`src/rtl/serial_sub_unit.sv`:
```
// ---------------------------------------------------------------------------------------------
// serial_sub_unit
//
// Bit-serial subtractor that recovers one operand of an N-bit addition from the (N+1)-bit sum
// and the other operand: diff = sum - addend, one bit per clock, LSB first. It uses a single
// full-subtractor cell plus shift registers and a start/ready/done handshake.
//
// Parameters
//   N       operand width (N >= 1); the minuend is N+1 bits wide.
//
// Ports
//   clk     input   clock, all state changes on the rising edge
//   rst_n   input   synchronous active-low reset
//   start   input   request a subtraction, sampled only while ready=1
//   sum     input   [N:0]   minuend, captured on the accepted start edge
//   addend  input   [N-1:0] subtrahend (zero-extended), captured on the accepted start edge
//   ready   output  high while idle
//   done    output  one-cycle pulse when diff/borrow/ovf are updated
//   diff    output  [N-1:0] low N bits of the (N+1)-bit difference
//   borrow  output  final borrow out of bit N (sum < addend)
//   ovf     output  no borrow but bit N of the difference is set (result >= 2^N)
//
// Build option
//   SERIAL_SUB_SAT_EN  when defined, diff saturates on the done edge: 0 on borrow, all ones on
//                      ovf. borrow/ovf still report the condition. Timing is unchanged.
//
// Latency: start accepted at edge E0, bits 0..N processed at E1..E(N+1), done visible after
// E(N+1), ready back after E(N+2). One result every N+3 cycles with start held high.
// ---------------------------------------------------------------------------------------------

module serial_sub_unit #(
    parameter int unsigned N = 3
) (
    input  logic         clk,
    input  logic         rst_n,
    input  logic         start,
    input  logic [N:0]   sum,
    input  logic [N-1:0] addend,
    output logic         ready,
    output logic         done,
    output logic [N-1:0] diff,
    output logic         borrow,
    output logic         ovf
);

    // Counter must hold 0..N.
    localparam int unsigned CntW = $clog2(N + 1);
    localparam logic [CntW-1:0] LastBit = CntW'(N);

    typedef enum logic [1:0] {
        StIdle,
        StRun,
        StDone
    } state_e;

    state_e          state_q;
    logic [N:0]      min_q;    // minuend shift register, LSB is the current bit
    logic [N:0]      sub_q;    // zero-extended subtrahend shift register
    logic [N-1:0]    res_q;    // upper N bits of the partial result; new bits enter at the MSB
    logic            brw_q;    // running borrow between bit positions
    logic [CntW-1:0] cnt_q;

    // Single full-subtractor cell and the result as it stands after this edge's shift.
    logic         s_bit;
    logic         a_bit;
    logic         d_bit;
    logic         b_next;
    logic [N:0]   res_next;
    logic [N-1:0] diff_next;

    always_comb begin
        s_bit     = min_q[0];
        a_bit     = sub_q[0];
        d_bit     = s_bit ^ a_bit ^ brw_q;
        b_next    = (~s_bit & a_bit) | (~(s_bit ^ a_bit) & brw_q);
        // After N+1 shifts the first processed bit has reached position 0.
        res_next  = {d_bit, res_q};
        diff_next = res_next[N-1:0];
`ifdef SERIAL_SUB_SAT_EN
        if (b_next) begin
            diff_next = '0;
        end else if (res_next[N]) begin
            diff_next = '1;
        end
`endif
    end

    assign ready = (state_q == StIdle);

    // Handshake FSM, datapath and registered outputs.
    always_ff @(posedge clk) begin
        if (!rst_n) begin
            state_q <= StIdle;
            min_q   <= '0;
            sub_q   <= '0;
            res_q   <= '0;
            brw_q   <= 1'b0;
            cnt_q   <= '0;
            done    <= 1'b0;
            diff    <= '0;
            borrow  <= 1'b0;
            ovf     <= 1'b0;
        end else begin
            done <= 1'b0;
            unique case (state_q)
                StIdle: begin
                    if (start) begin
                        min_q   <= sum;
                        sub_q   <= {1'b0, addend};
                        res_q   <= '0;
                        brw_q   <= 1'b0;
                        cnt_q   <= '0;
                        state_q <= StRun;
                    end
                end
                StRun: begin
                    min_q <= min_q >> 1;
                    sub_q <= sub_q >> 1;
                    res_q <= res_next[N:1];
                    brw_q <= b_next;
                    if (cnt_q == LastBit) begin
                        state_q <= StDone;
                        done    <= 1'b1;
                        diff    <= diff_next;
                        borrow  <= b_next;
                        ovf     <= ~b_next & res_next[N];
                    end else begin
                        cnt_q <= cnt_q + 1'b1;
                    end
                end
                StDone: begin
                    state_q <= StIdle;
                end
                default: begin
                    state_q <= StIdle;
                end
            endcase
        end
    end

`ifndef SYNTHESIS
    // done is registered together with the DONE state, so the two always coincide.
    done_in_done_state: assert property (@(posedge clk) disable iff (!rst_n)
        done |-> (state_q == StDone));
    borrow_ovf_exclusive: assert property (@(posedge clk) disable iff (!rst_n)
        !(borrow && ovf));
`endif

endmodule

```
`config.mk`:
```
export PLATFORM = sky130hd
export DESIGN_NAME = serial_sub_unit
export DESIGN_NICKNAME = d
export VERILOG_FILES = /design/src/rtl/serial_sub_unit.sv
export SDC_FILE = /design/constraint.sdc
export NUM_CORES = 1
export LEC_CHECK = 0
export CAP_MARGIN = 5
export CORE_MARGIN = 2
export CORE_UTILIZATION = 44
export CTS_CLUSTER_SIZE = 25
export DETAILED_ROUTE_END_ITERATION = 6
export PLACE_DENSITY = 0.72
export REMOVE_ABC_BUFFERS = 1
export SKIP_CTS_REPAIR_TIMING = 1
export SYNTH_ARGS = -nofsm -noshare
export SYNTH_HDL_FRONTEND = slang
export SYNTH_SLANG_ARGS = --single-unit
```
`constraint.sdc`:
```
create_clock -name clk -period 1.5 [get_ports clk]
set_clock_uncertainty 0.15 [all_clocks]
set_input_delay 0.3 -clock clk [delete_from_list [all_inputs] [get_ports clk]]
set_output_delay 0.3 -clock clk [all_outputs]
set_load 0.02 [all_outputs]
```
==> flow_summary.yaml, run 1 <==
clocking:
  numCtsBuffers: 3
  cts_root_buf: "clkbuf_4"
  path_clk_slew_ps: 110
  clock_sinks: 21
  clock_path_buffers: 2
  insertion_delay_ps: 300
  htree_levels: 1
  cts_tree: "built"
placement:
  place.gp.congestion: 0.705
  dp.cells: 148
  port_buffers: 16
  dp_hpwl_mm: 1.28
yosys:
  synth_top_area_share_pct: 46.3
  yosysSeqAreaShare_pct: 46.3
  synthXorXnorAreaFrac_pct: 0
  synth_top_family_by_area: "compound AO/OA/AOI/OAI gates"
  synth_cell_types: 29
  yosysTopAreaCell: "dfxtp_1"
  yosysWarnings: 0
  synth_mux_area_share_pct: 1.10
  synthesis.area_um2: 907
  synth_compound_area_share_pct: 22.8
  synthTopCellsByArea: "dfxtp_1 (46%), nor2_1 (5.4%), a21oi_1 (5.0%), a2bb2oi_1 (3.9%), nand2_1 (3.7%)"
  syn_inst: 99
  synth_simple_gate_area_share_pct: 19.7
  synth.avg_cell_area_um2: 9.16
  ys_ff_latch: 21
  synth_adder_area_share_pct: 3.59
final_layout:
  layoutNonFillerInstCount: 152
  seq_area_um2: 422
  layout-drive-gt1-share_pct: 19.2
  synthToLayoutAreaGrowth_pct: 33.2
  multiInputGateArea_um2: 429
  diodes: 0
  nNetsFinal: 138
  nFillCells: 192
critical_path:
  crit_path_end_kind: "output port"
  critical_path_class: "flip-flop to output port"
  worstPathArrival_ps: 960
  cp-start-kind: "flip-flop"
  cp.required_ps: 1050
  crit_fanout: 2
die:
  initial_utilization_pct: 46.2
  dieArea_mm2: 0.00244
  die_h_um: 49.4
  die_x_um: 49.4
  io_pins: 17
  core_area_mm2: 0.00196
  rows: 16
detailed_routing:
  vias: 790
  dr.first_iter.drc_count: 3
  wire_per_inst_um: 11.8
  viasPerCell: 5.20
  ant_nets: 0
  drc_errors: 0
  drt-pass1-iter-count: 4
  routed_wl_mm: 1.79
timing:
  setup_tns_ps: 0
  clock.fmax_ghz: 0.708
  worstMarginPinSlew_ps: 248
  hold_viol: 0
  fin_crit_ps: 1410
  fin_crit_sh_pct: 94.2
  drv_slew: 0
  maxSlewHeadroom_pct: 83.4
  setup_violations: 0
  whs_ps: 267
global_routing:
  grtUsageTotal_pct: 16.6
  antenna_found_initial: 0
  grt_max_degree: 17
  grt_pass1_vias: 766
  met3_usage_pct: 2.76
  grt_util_met2_pct: 29.1
  overflow: 0
  busiest_layer: "met2"
  grt_pass1_wl_mm: 3.19
  use_met1_pct: 19.7
pwr:
  leakage_uw: 0.000579
  ir_drop_v: 0.000437
  p_per_area_mw_per_mm2: 846
  total_power_uw: 1020
run_status:
  status: "finished, final reports clean"
worst_hold_path:
  min-delay-path-class: "primary input to flip-flop"
run:
  cap_violations: 0
-- cells in the mapped netlist --
library cell   n
a211oi_2       1
a21oi_1        9
a22oi_1        3
a2bb2oi_1      4
a31oi_1        2
and3b_1        1
buf_2          2
buf_4          2
buf_6          1
dfxtp_1       21
fa_1           1
ha_1           1
inv_1          5
inv_2          1
mux2i_1        1
nand2_1        9
nand3_1        2
nand3b_1       1
nand4_1        3
nor2_1        13
nor2b_1        1
nor3_1         1
nor4b_2        1
o21ai_0        4
o21bai_1       1
o221a_2        3
o221ai_1       2
or2b_1         1
or3b_2         2
-- flip-flops by register name, indices dropped and copies added (netlist names) --
name       flops
done           1
ovf            1
sub_q          3
state_q        2
min_q          4
cnt_q          2
brw_q          1
borrow         1
diff_next      3
diff           3
-- layer usage --
layer | part of all wire (%) | up-vias
met5 | 0 | -
met4 | 1.4 | 0
met3 | 3.1 | 3
met2 | 48 | 16
met1 | 47 | 358
li1 | - | 413
-- final timing paths --
kind	slack, ps	start	end	cells past startpoint
worst min register to register	300	diff[0]	diff[0]	2
worst max-delay path	90	state_q[0]	ready	2
worst max register to register	90	state_q[1]	sub_q[0]	4
worst min-delay path	270	start	sub_q[0]	3
-- final cells by class --
type | instances | area share (%)
clock buffer | 4 | 2.17
inverter | 6 | 1.86
multi-input combinational | 67 | 35.5
sequential | 21 | 34.9
tap | 27 | 2.80
timing repair buffer | 27 | 22.8
-- power breakdown --
group	switching (uW)	internal, uW
Sequential	16.2	581
Combinational	69.0	90.8
Clock	162	104
-- cells in the final DEF (no fill, tap or decap), drive strengths merged, types with 3 or more instances in the layout --
| master | netlist | layout |
|---|---|---|
| a21oi | 9 | 9 |
| a22oi | 3 | 3 |
| a2bb2oi | 4 | 4 |
| buf | 5 | 11 |
| clkbuf | 0 | 4 |
| clkdlybuf4s50 | 0 | 8 |
| dfxtp | 21 | 21 |
| dlymetal6s2s | 0 | 8 |
| inv | 6 | 6 |
| nand2 | 9 | 9 |
| nand4 | 3 | 3 |
| nor2 | 13 | 13 |
| o21ai | 4 | 4 |
| o221a | 3 | 3 |
-- worst max-delay path, cell delays in order (launching register included) --
cell            delay [ps]
dfxtp_1                330
nor2_1                 100
dlymetal6s2s_1         240
-- per-stage QoR --
stage / worst slack (ps) / utilization (%) / instance area [um^2]
after global routing: -11.9 / 61.6 / 1210
after detailed placement: -282 / 59.1 / 1160
after floorplan: 156 / - / 871
after global placement: -229 / 59.1 / 1160
final: 87.1 / 61.6 / 1210
after CTS: -305 / 60.5 / 1190
-- logic make-up after synthesis --
kind of cell	Yosys count
and+or+nand+nor	35
adders and majority gates	2
AOI/OAI and AO/OA	29
muxes	1
buffers and inverters	11
DFF	21
Note: power is estimated with default switching activity, not from simulation.
==> inputs of run 2 (changes only) <==
Settings changed: HOLD_SLACK_MARGIN set to 0.12.
==> results of run 2 <==
Same layout as run 1: the final DEF is identical, and so are final timing and power.
==> inputs of run 3 (changes only) <==
Settings changed: GPL_ROUTABILITY_DRIVEN set to 0.
==> results of run 3 <==
Same layout as run 1: the final DEF is identical, and so are final timing and power.
